[src/rtl/axis_out.sv]
// AXI-Stream master for FIR results: buffers samples in a small FIFO, marks the
// final beat of the programmed run with sm_tlast and pulses ap_done afterwards.
module axis_out #(
  parameter int pDATA_WIDTH = 32,
  parameter int pLEN_WIDTH  = 16,
  parameter int FIFO_DEPTH  = 4
) (
  input  logic                   clk,
  input  logic                   rst_n,
  input  logic                   ap_start,
  input  logic [pLEN_WIDTH-1:0]  data_length,
  input  logic [pDATA_WIDTH-1:0] fir_data,
  input  logic                   fir_valid,
  output logic                   out_ready,
  output logic                   sm_tvalid,
  output logic [pDATA_WIDTH-1:0] sm_tdata,
  output logic                   sm_tlast,
  input  logic                   sm_tready,
  output logic                   busy,
  output logic                   ap_done
);

  localparam int PTR_W = $clog2(FIFO_DEPTH);
  localparam int CNT_W = PTR_W + 1;

  typedef enum logic [1:0] {
    S_IDLE,
    S_RUN,
    S_DONE
  } state_e;

  state_e                 state_q, state_d;
  logic [PTR_W-1:0]       wr_ptr_q, wr_ptr_d;
  logic [PTR_W-1:0]       rd_ptr_q, rd_ptr_d;
  logic [CNT_W-1:0]       count_q, count_d;
  logic [pLEN_WIDTH-1:0]  len_q, len_d;
  logic [pLEN_WIDTH-1:0]  in_cnt_q, in_cnt_d;
  logic [pLEN_WIDTH-1:0]  out_cnt_q, out_cnt_d;
  logic [pDATA_WIDTH-1:0] mem_q [FIFO_DEPTH];

  logic is_run;
  logic push;
  logic pop;

  // Full blocks writes even when a pop happens in the same cycle (no bypass).
  assign is_run    = (state_q == S_RUN);
  assign out_ready = is_run && (count_q != CNT_W'(FIFO_DEPTH)) && (in_cnt_q != len_q);
  assign sm_tvalid = is_run && (count_q != '0);
  assign sm_tdata  = sm_tvalid ? mem_q[rd_ptr_q] : '0;
  assign sm_tlast  = sm_tvalid && (out_cnt_q == len_q - pLEN_WIDTH'(1));
  assign push      = fir_valid && out_ready;
  assign pop       = sm_tvalid && sm_tready;
  assign busy      = (state_q != S_IDLE);
  assign ap_done   = (state_q == S_DONE);

  always_comb begin
    // NOTE: every signal assigned here gets a default first, so no path leaves
    // one unassigned and no latch is inferred.
    state_d   = state_q;
    wr_ptr_d  = wr_ptr_q;
    rd_ptr_d  = rd_ptr_q;
    count_d   = count_q;
    len_d     = len_q;
    in_cnt_d  = in_cnt_q;
    out_cnt_d = out_cnt_q;

    unique case (state_q)
      S_IDLE: begin
        if (ap_start) begin
          len_d     = data_length;
          in_cnt_d  = '0;
          out_cnt_d = '0;
          state_d   = (data_length != '0) ? S_RUN : S_DONE;
        end
      end
      S_RUN: begin
        if (push) begin
          wr_ptr_d = wr_ptr_q + PTR_W'(1);
          in_cnt_d = in_cnt_q + pLEN_WIDTH'(1);
        end
        if (pop) begin
          rd_ptr_d  = rd_ptr_q + PTR_W'(1);
          out_cnt_d = out_cnt_q + pLEN_WIDTH'(1);
        end
        unique case ({push, pop})
          2'b10:   count_d = count_q + CNT_W'(1);
          2'b01:   count_d = count_q - CNT_W'(1);
          default: count_d = count_q;
        endcase
        if (pop && sm_tlast) state_d = S_DONE;
      end
      S_DONE:  state_d = S_IDLE;
      default: state_d = S_IDLE;
    endcase
  end

  // NOTE: state registers use non-blocking assignments so every flop samples
  // the pre-edge values regardless of process evaluation order.
  always_ff @(posedge clk or negedge rst_n) begin
    if (!rst_n) begin
      state_q   <= S_IDLE;
      wr_ptr_q  <= '0;
      rd_ptr_q  <= '0;
      count_q   <= '0;
      len_q     <= '0;
      in_cnt_q  <= '0;
      out_cnt_q <= '0;
    end else begin
      state_q   <= state_d;
      wr_ptr_q  <= wr_ptr_d;
      rd_ptr_q  <= rd_ptr_d;
      count_q   <= count_d;
      len_q     <= len_d;
      in_cnt_q  <= in_cnt_d;
      out_cnt_q <= out_cnt_d;
    end
  end

  // NOTE: the storage array is deliberately not reset; stale contents are never
  // observable because sm_tdata is forced to zero whenever count is zero.
  always_ff @(posedge clk) begin
    if (push) mem_q[wr_ptr_q] <= fir_data;
  end

endmodule

[config.mk]
export PLATFORM = sky130hd
export DESIGN_NAME = axis_out
export DESIGN_NICKNAME = d
export VERILOG_FILES = /design/src/rtl/axis_out.sv
export SDC_FILE = /design/constraint.sdc
export NUM_CORES = 1
export LEC_CHECK = 0
export CORE_AREA = 2 2 133 135
export CTS_BUF_LIST = sky130_fd_sc_hd__clkbuf_8
export CTS_CLUSTER_SIZE = 10
export DETAILED_ROUTE_END_ITERATION = 8
export DIE_AREA = 0 0 135 137
export GPL_TIMING_DRIVEN = 1
export HOLD_SLACK_MARGIN = 0.12
export PLACE_DENSITY = 0.72
export SYNTH_ARGS = -nofsm -noshare
export SYNTH_HDL_FRONTEND = slang
export SYNTH_SLANG_ARGS = --single-unit
[constraint.sdc]
create_clock -name clk -period 3.15 [get_ports clk]
set_clock_uncertainty 0.1 [all_clocks]
set_input_delay 0.4725 -clock clk [delete_from_list [all_inputs] [get_ports clk]]
set_output_delay 0.4725 -clock clk [all_outputs]
set_load 0.02 [all_outputs]
Word level (Yosys, flattened, before mapping)
Memory sizes are Yosys's and may differ from the RTL's.
Index checks and enable logic that the tools add are counted.
{ "word_totals": {"register_bits": 57, "ramBits": 128, "input_bits": 53, "out_inout_bits": 37, "wordCells": 59, "n_memories": 1} }
{ "classes": {"n_addsub": 7, "eq_ne": 11, "mux": 13, "n_reduce_logical": 20} }
{ "mem_list": {"columns": ["memory", "depth", "word_bits", "rd", "rd_ports_with_merged_regs", "write_ports", "line", "rtl"], "rows": [
  ["mem_q", 4, 32, 1, 0, 1, "39", "logic [pDATA_WIDTH-1:0] mem_q [FIFO_DEPTH];"]
]} }
{ "ops": {"columns": ["cell", "count"], "rows": [
  ["one-hot mux 16 bit (2 select lines)", 2],
  ["two-way mux 16 bit", 3],
  ["adder 16 x 1 -> 16 bit (second input constant)", 2],
  ["two-way mux 32 bit", 1],
  ["== test 16 bit", 1],
  ["inequality test 16 bit", 1],
  ["nonzero test 16 bit", 1],
  ["subtractor 16 x 1 -> 16 bit (second input constant)", 1],
  ["AND reduction 2 bit", 5],
  ["logical AND 1 bit", 7],
  ["two-way mux 2 bit", 3],
  ["inequality test 2 x 1 -> 1 bit (second input constant)", 3],
  ["one-hot mux 3 bit (2 select lines)", 1],
  ["AND reduction 3 bit", 2],
  ["nonzero test 2 bit", 3],
  ["adder 2 x 1 -> 2 bit (second input constant)", 2],
  ["== test 2 x 1 -> 1 bit (second input constant)", 2],
  ["== test 2 bit (second input constant)", 2],
  ["one-hot mux 2 bit (2 select lines)", 1],
  ["adder 3 x 1 -> 3 bit (second input constant)", 1],
  ["inequality test 3 bit (second input constant)", 1],
  ["nonzero test 3 bit", 1],
  ["subtractor 3 x 1 -> 3 bit (second input constant)", 1],
  ["zero test 2 bit", 1],
  ["other kinds (2)", 3]
]} }

Logic depth before layout (Yosys ltp)
Gate-level depths: netlist of run 1.
{ "depth": {"ltp_word": 7, "depth_mapped": 14, "depth_no_buf": 11} }

Worst setup path before layout of run 1
No wires, ideal clock.
{ "synth_timing": {"kind": "register to output", "startpoint": "reg len_q[0]", "endpoint": "out sm_tlast", "arrival_ns": 2.565, "required_ns": 2.577, "slack_ns": 0.012, "path_stages_with_launch": 10, "n_path_buf": 1, "cell_sequence": "dfrtp_1 -> buf_6 -> inv_1 -> ha_1 -> nor4b_1 -> nand3b_1 -> xnor2_1 -> or4_1 -> nand2b_4 -> nor3_1"} }
{ "synth_between": {"elab_chain_cells": 3} }
{ "synth_lines": {"columns": ["element", "line", "rtl"], "rows": [
  ["start, declared", "36", "logic [pLEN_WIDTH-1:0] len_q, len_d;"],
  ["start signal, assigned", "113", "len_q <= len_d;"],
  ["subtractor 16 x 1 -> 16 bit", "50", "assign sm_tlast = sm_tvalid && (out_cnt_q == len_q - pLEN_WIDTH'(1));"],
  ["== test 16 bit", "50", null],
  ["logical AND 1 bit", "50", null],
  ["end, declared", "17", "output logic sm_tlast,"]
]} }
Every way passes these cells.

Worst setup path after layout of run 1
{ "layout_timing": {"startpoint": "reg len_q[1]", "endpoint": "out sm_tlast"} }
The elaborated chain is that of the path after synthesis.

==> key figures, run 1 <==
Run status
  – Status: complete, but fails checks
  – Failing checks: setup timing

Worst setup path
  – Critical Path RT: 2.58 ns
  – Reg2reg start: len_q[3]
  – Worst Setup Start Kind: flop
  – R2r setup slk: about 0.33 ns
  – Worst path cell trace: inv_2 -> ha_4 -> xnor2_1 -> or4_1 -> or4_4 -> nand2b_4 -> nor3_4 -> buf_6
  – Worst R2R Path Depth: 13
  – Critical Path Slowest Stage Cell: or4_1
  – Kind of critical path: reg -> out
  – Worst path max stage delay: between 0.5 and 0.6 ns
  – Reg-to-reg endpoint: count_q[2]
  – Worst Path Max Fanout: 2
  – Crit path from: len_q[1]
  – Setup crit end kind: primary output
  – Worst EP arrival: ~2.6 ns

Detailed routing
  – WL per Instance: about 19 um
  – Drt drc: 0
  – Initial DRC count: 347
  – Final wirelength: 17,800 um
  – DR vias: about 5,400
  – Vias per cell: approximately 5.6
  – Routed Antenna Nets: 0
  – Total iterations of the first detailed-routing run: 5

Clock network
  – Sinks on Clock Net: about 190
  – Number of CTS-inserted buffers: 17
  – Root buffer cell: clkbuf_8
  – Clk pin slew, worst setup/hold paths: about 0.10 ns
  – Max H-tree Level: 4
  – Clock tree buffer depth: 2
  – CTS tree: built
  – Worst skew pair latency: 0.46 ns

STA
  – F_max: 311 MHz
  – Tcrit/Tclk final: 102%
  – Max transition margin: 51.3%
  – Final hold viol count: 0
  – Setup TNS Final: -0.0658 ns
  – Worst Max-Slew Pin Slew: just over 0.7 ns
  – Final setup viols: 1
  – Final worst slack: -0.0658 ns
  – Fin. max-slew vios: 0
  – Min cycle time layout: 3.22 ns
  – RSZ-0062 raised after global routing: true

Logic synthesis
  – Synth Instances: slightly above 600
  – Synth top area share: 45.9%
  – Top FF cell, synth: edfxtp_1
  – Yosys warning total: 0
  – Yosys top cell by area: edfxtp_1
  – Post-synth top cells: 128 x edfxtp_1, 75 x nand2_1, 57 x dfrtp_1
  – Largest family of logic cells by synthesized area: simple AND/OR/NAND/NOR gates
  – Post-synthesis compound-gate area fraction: under 10%
  – Cell Area, Synth: roughly 8400 um2
  – Synth unique cells: 61
  – Mean Syn Cell Area: 13.8 um2
  – Top-count cell post-synth: edfxtp_1
  – Post-synth net total: 670
  – Seq/Total Area, Yosys: around 63%
  – EDFF count, synth: ~130
  – XOR/XNOR Fraction of Synth Area: 5.85%
  – Seq cells post-synth: about 190
  – Adder-Cell Fraction of Synth Area: 1.43%
  – Asr flop ratio synth: between 30% and 40%
  – Simple-Gate Fraction of Synth Area: between 10% and 20%
  – Ranking of synthesized cells by area: edfxtp_1 46%, dfrtp_1 17%, mux4_2 8.6%
  – Multiplexer share of the synthesized area: under 10%

Hold path
  – Worst hold start: in_cnt_q[15]
  – Min-Delay Path Class: reg -> reg
  – Hold endpoint: in_cnt_q[15]
  – Hold Path Stages: 1

Global routing
  – Antenna violations before repair: 1
  – All-Layer GR Usage: 20.8%
  – First-pass GRT wire length: approximately 30,000 um
  – Largest net degree at the start of global routing: 42
  – GRT overflow: 0
  – Vias in the first global route: 5,693

Flow run
  – MaxCap Viol Count: 0

Final layout
  – Share of layout cells above drive strength 1: about 19%
  – Fillers: about 1,300
  – Layout area overhead: 23.0%
  – Multi-input logic area: between 2000 and 3000 um2
  – FF+latch area: approximately 5300 um2
  – Nets: 784

Power
  – Worst vdd rail ir drop: approximately 0.66 mV
  – Comb pwr share: a little over two fifths
  – Switch Pwr: roughly 3100 uW
  – P_int: 5850 uW
  – Cell Pwr Density: ~870 nW/um2
  – Sw Share: roughly a third
  – Leak pwr: between 0.003 and 0.004 uW
  – Sequential fraction of design power: between 30% and 40%
  – Clk pwr share: approximately a fifth

Die
  – Vert. Die Dim: 137 um
  – Rows: 48
  – Placeable Area: between 15,000 and 20,000 um2
  – DIE AREA: 18,500 um2
  – IO Pins: 90
  – Initial core utilization: between 40% and 50%
  – Die Wd: approximately 140 um

Placement
  – # port buffers: 89
  – Pre-CTS setup slack: -0.306 ns
  – GP Congestion: 0.867
  – HPWL after detailed placement: 11,900 um
-- cell families (layout without fill, tap and decap cells) --
kind of cell | after synthesis | count (layout)
AOI/OAI and AO/OA | 44 | 44
xor gates and xnor gates | 56 | 56
adders and majority gates | 9 | 9
buffers and inverters | 49 | 176
DFF | 185 | 185
muxes | 39 | 39
other | 0 | 1
and+or+nand+nor | 226 | 226
-- sequential cells by signal (all words and copies together) (netlist names) --
| register | count |
|---|---|
| mem_q | 128 |
| in_cnt_q | 16 |
| len_q | 16 |
| out_cnt_q | 16 |
| count_q | 3 |
| rd_ptr_q | 2 |
| state_q | 2 |
| wr_ptr_q | 2 |
-- power groups by stage --
stage | combinational, uW | clock (uW) | sequential (uW)
detailed placement | 3650 | 0 | 3550
CTS | 3770 | 1780 | 3490
global placement | 3600 | 0 | 3510
floorplan | 2370 | 0 | 3370
finish | 3770 | 1740 | 3490
global route | 4100 | 1870 | 3540
-- routing by layer --
metal,vias up,part of all wire [%],track usage (%)
met5,-,0,0
met4,0,1.1,5.15
met3,19,7.1,6.89
met2,149,51,35.2
met1,2706,41,26.1
li1,2496,-,-
-- cells in the final DEF, fill, tap and decap left out, types with 4 or more instances in the layout --
cell / n
mux4_2: 32
inv_1: 9
and3_1: 41
ha_1: 7
nor4_1: 15
mux2i_1: 6
edfxtp_1: 128
a21oi_1: 6
nand2_1: 75
xor2_1: 32
and2_1: 5
or3_1: 5
nand4_1: 7
and4_1: 4
buf_4: 38
nand3_1: 14
o31a_1: 4
clkbuf_8: 17
o21ai_0: 10
nor2_1: 26
dfrtp_1: 56
inv_8: 4
buf_12: 4
xnor2_1: 24
clkdlybuf4s50_1: 86
a31oi_1: 4
-- stage by stage --
stage,hold WS (ns),cell area [um2],total power [uW],utilization [%],instances
2_1_floorplan,0.0769,8380,5740,-,608
3_3_place_gp,0.400,9740,7110,57.1,925
3_5_place_dp,0.420,9740,7200,57.1,925
4_1_cts,0.433,10300,9040,60.2,960
5_1_grt,0.467,10300,9510,60.4,960
6_report,0.422,10300,9000,60.4,961
-- how the worst max path moves through the flow --
stage	to	depth (start not counted)
after global routing	sm_tlast	8
after global placement	sm_tlast	8
after floorplan	sm_tlast	9
after detailed placement	sm_tlast	8
final	sm_tlast	8
after CTS	sm_tlast	8
-- worst max-delay path: cells and delay by family (launching register included) --
kind | cells | cell delay [ns]
flip-flops | 1 | 0.40
AND/OR/NAND/NOR | 4 | 1.26
buffers and inverters | 2 | 0.23
adder cells (fa/ha/maj) | 1 | 0.20
XOR/XNOR | 1 | 0.11
-- cell type report --
class | count | area share [%]
sequential | 185 | 51.2
multi-input combinational | 374 | 28.9
timing repair buffer | 132 | 12.3
tap | 225 | 2.73
clock buffer | 17 | 2.27
clock inverter | 15 | 2.17
inverter | 12 | 0.437
antenna | 1 | 0.0243
-- timing repair --
item / CTS / global route
setup buffers: 2 / 0
endpoints found under the setup margin: 14 / 2
resized for setup: 15 / 9
cloned: 0 / 0
hold buffers: 1 / 0
endpoints found under the hold margin: 29 / 0
pin swaps: 4 / 0
Note: power is estimated with default switching activity, not from simulation.
==> run 2, diff against run 1 <==
--- a/config.mk
+++ b/config.mk
@@ -6,12 +6,11 @@
 export NUM_CORES = 1
 export LEC_CHECK = 0
-export CORE_AREA = 2 2 133 135
-export CTS_BUF_LIST = sky130_fd_sc_hd__clkbuf_8
+export CORE_AREA = 2 2 125 127
 export CTS_CLUSTER_SIZE = 10
 export DETAILED_ROUTE_END_ITERATION = 8
-export DIE_AREA = 0 0 135 137
+export DIE_AREA = 0 0 127 129
 export GPL_TIMING_DRIVEN = 1
 export HOLD_SLACK_MARGIN = 0.12
-export PLACE_DENSITY = 0.72
+export PLACE_DENSITY = 0.8
 export SYNTH_ARGS = -nofsm -noshare
 export SYNTH_HDL_FRONTEND = slang
==> constraint.sdc (replaced) <==
create_clock -name clk -period 3.15 [get_ports clk]
set_clock_uncertainty 0.1 [all_clocks]
set_input_delay 0.63 -clock clk [delete_from_list [all_inputs] [get_ports clk]]
set_output_delay 0.63 -clock clk [all_outputs]
set_load 0.02 [all_outputs]
==> run 2 against run 1 <==
Against the previous run: the flow still finishes with violations (setup timing); die area shrank 11%; final cell count shrank 2.2%; worst setup slack worse by 0.14 ns; combinational power up 3%; flip-flop and latch count unchanged; total power rose by 6.5%; core utilization is 10 points higher; design area up 2.6%; fmax shrank 4.2%; via count increased by 6.2%; critical path type unchanged; largest cell class unchanged.
==> key figures, run 2 (synthesis results as in run 1) <==
Worst setup path
  – Setup crit end kind: primary output
  – Kind of critical path: reg -> out
  – Worst path cell trace: inv_2 -> ha_4 -> xnor2_1 -> or4_1 -> or4_4 -> nand2b_4 -> nor3_4 -> buf_6
  – Worst R2R Path Depth: 10 (-3)
  – Worst Path Max Fanout: 2 (unchanged)
  – Worst Setup Start Kind: flop
  – Critical Path Slowest Stage Cell: or4_1
  – Worst EP arrival: 2.63 ns (about the same)
  – Critical Path RT: 2.42 ns (-0.16 ns)
  – Worst path max stage delay: 0.52 ns (about the same)
  – R2r setup slk: 0.29 ns (-0.04 ns)

Detailed routing
  – DR vias: 5,704 (+6.2%)
  – Drt drc: 0 (unchanged)
  – Vias per cell: 6.07 (+8.6%)
  – Initial DRC count: 417 (+20%)
  – WL per Instance: 20.5 um (+11%)
  – Final wirelength: 19,300 um (+8.2%)
  – Routed Antenna Nets: 0 (unchanged)
  – Total iterations of the first detailed-routing run: 5 (unchanged)

Clock network
  – Number of CTS-inserted buffers: 17 (unchanged)
  – Clk pin slew, worst setup/hold paths: 0.07 ns (-0.03 ns)
  – Sinks on Clock Net: 185 (unchanged)
  – Max H-tree Level: 4 (unchanged)
  – Clock tree buffer depth: 2 (unchanged)
  – Worst skew pair latency: 0.43 ns (-0.03 ns)
  – CTS tree: built
  – Root buffer cell: clkbuf_16

STA
  – Setup TNS Final: -0.206 ns (-0.140 ns)
  – Min cycle time layout: 3.36 ns (+0.140 ns)
  – Tcrit/Tclk final: 107% (+4.4 points)
  – Final worst slack: -0.206 ns (-0.140 ns)
  – Final setup viols: 1 (unchanged)
  – Worst Max-Slew Pin Slew: 0.670 ns (-0.0502 ns)
  – Final hold viol count: 0 (unchanged)
  – RSZ-0062 raised after global routing: true
  – Max transition margin: 55.2% (+3.9 points)
  – F_max: 298 MHz (-4.2%)
  – Fin. max-slew vios: 0 (unchanged)

Global routing
  – First-pass GRT wire length: 30,200 um (+2.7%)
  – All-Layer GR Usage: 24.2% (+3.4 points)
  – Largest net degree at the start of global routing: 42 (unchanged)
  – GRT overflow: 0 (unchanged)
  – Antenna violations before repair: 0 (-1)
  – Vias in the first global route: 5,922 (+4.0%)

Final layout
  – Diode count: 0 (-1)
  – Largest Register: mem_q
  – Most frequent cells in the layout: 128 x edfxtp_1, 75 x nand2_1, 74 x clkdlybuf4s50_1
  – Post-route design area: 10,600 um2 (+2.6%)
  – Commonest non-fill, non-tap cell in the layout: edfxtp_1
  – Layout area overhead: 26.2%
  – Fin cells: 940 (-2.2%)
  – Max FFs per register: 128 (unchanged)
  – Fillers: 972 (-25%)
  – Nets: 801 (+2.2%)
  – Share of layout cells above drive strength 1: 20.5% (+2.0 points)

Power
  – Worst vdd rail ir drop: 0.555 mV (-16%)
  – Clk pwr share: 22.6% (+3.2 points)
  – Cell Pwr Density: 906 nW/um2 (+3.8%)
  – Sequential fraction of design power: 36.7% (-2.0 points)
  – Sw Share: 34.3% (-0.65 points)
  – Leak pwr: 0.00417 uW (+7.0%)
  – P_int: 6300 uW (+7.6%)
  – Comb pwr share: 40.7% (-1.2 points)
  – Switch Pwr: 3290 uW (+4.6%)

Placement
  – Placed Instances: 900 (-2.7%)
  – GP Congestion: 0.912 (+5.3%)
  – # port buffers: 89 (unchanged)
  – HPWL after detailed placement: 12,300 um (+3.5%)
  – Placed Area: 9790 um2 (+0.50%)

Die
  – Vert. Die Dim: 129 um (-5.8%)
  – Die Wd: 127 um (-5.9%)
  – Placeable Area: 15,000 um2 (-12%)
  – Initial core utilization: 56.0% (+6.8 points)
  – IO Pins: 90 (unchanged)
  – DIE AREA: 16,400 um2 (-11%)
  – Rows: 45 (-6.3%)

Run status
  – Status: complete, but fails checks
  – Failing checks: setup timing

Hold path
  – Min-Delay Path Class: reg -> reg
  – Hold Path Stages: 1 (unchanged)

Flow run
  – MaxCap Viol Count: 0 (unchanged)
-- run 2: power groups by stage --
stage / Sequential (uW) / Clock, uW / Combinational (uW)
finish: 3520 / 2170 / 3900
global route: 3560 / 2290 / 4170
CTS: 3490 / 2190 / 3900
detailed placement: 3550 / 0 / 3760
global placement: 3510 / 0 / 3670
floorplan: 3370 / 0 / 2370
-- run 2: final timing paths --
check	startpoint	end
worst max-delay path	len_q[1]	sm_tlast
worst min-delay path	in_cnt_q[15]	in_cnt_q[15]
worst max register to register	len_q[1]	state_q[1]
worst min register to register	in_cnt_q[15]	in_cnt_q[15]
max in group asynchronous	rst_n	rd_ptr_q[0]
min in group asynchronous	rst_n	len_q[12]
-- run 2: layout make-up --
class                   instances  area (um2)  area share [%]
clock buffers                  17         425            4.02
clock inverters                15         184            1.74
inverters                      12        45.0           0.426
multi-input cells             374        2990            28.3
flip-flops and latches        185        5280            49.9
well taps                     188         235            2.22
repair buffers                149        1420            13.4
-- run 2: metrics by stage --
stage | setup slack, ns | utilization [%] | hold WS, ns | total power, uW
detailed placement | -0.447 | 65.4 | 0.419 | 7310
floorplan | 0.0214 | - | 0.234 | 5740
global placement | -0.363 | 65.4 | 0.397 | 7180
finish | -0.206 | 70.6 | 0.419 | 9590
global route | -0.286 | 70.6 | 0.449 | 10000
CTS | -0.214 | 69.9 | 0.428 | 9580
-- run 2: critical path: cells and delay by family, from the launching register on --
family | cells | cell delay, ns
fa+ha+maj | 1 | 0.20
simple gates | 4 | 1.26
xor+xnor | 1 | 0.11
flops | 1 | 0.39
buf+inv | 2 | 0.23
-- run 2: timing repair --
action / 4_1_cts / 5_1_grt
gates resized for setup: 13 / 24
pin swaps: 4 / 2
hold buffers: 1 / 0
setup endpoints to repair: 28 / 15
hold endpoints to repair: 19 / 0
buffers inserted: 5 / 2
-- run 2: routing by layer --
layer | wire, um | vias up | GRT usage (%)
met5 | 0 | - | 0
met4 | 649 | 0 | 10.5
met3 | 1370 | 51 | 6.82
met2 | 9740 | 269 | 41.2
met1 | 7510 | 2850 | 29.2
li1 | - | 2534 | -
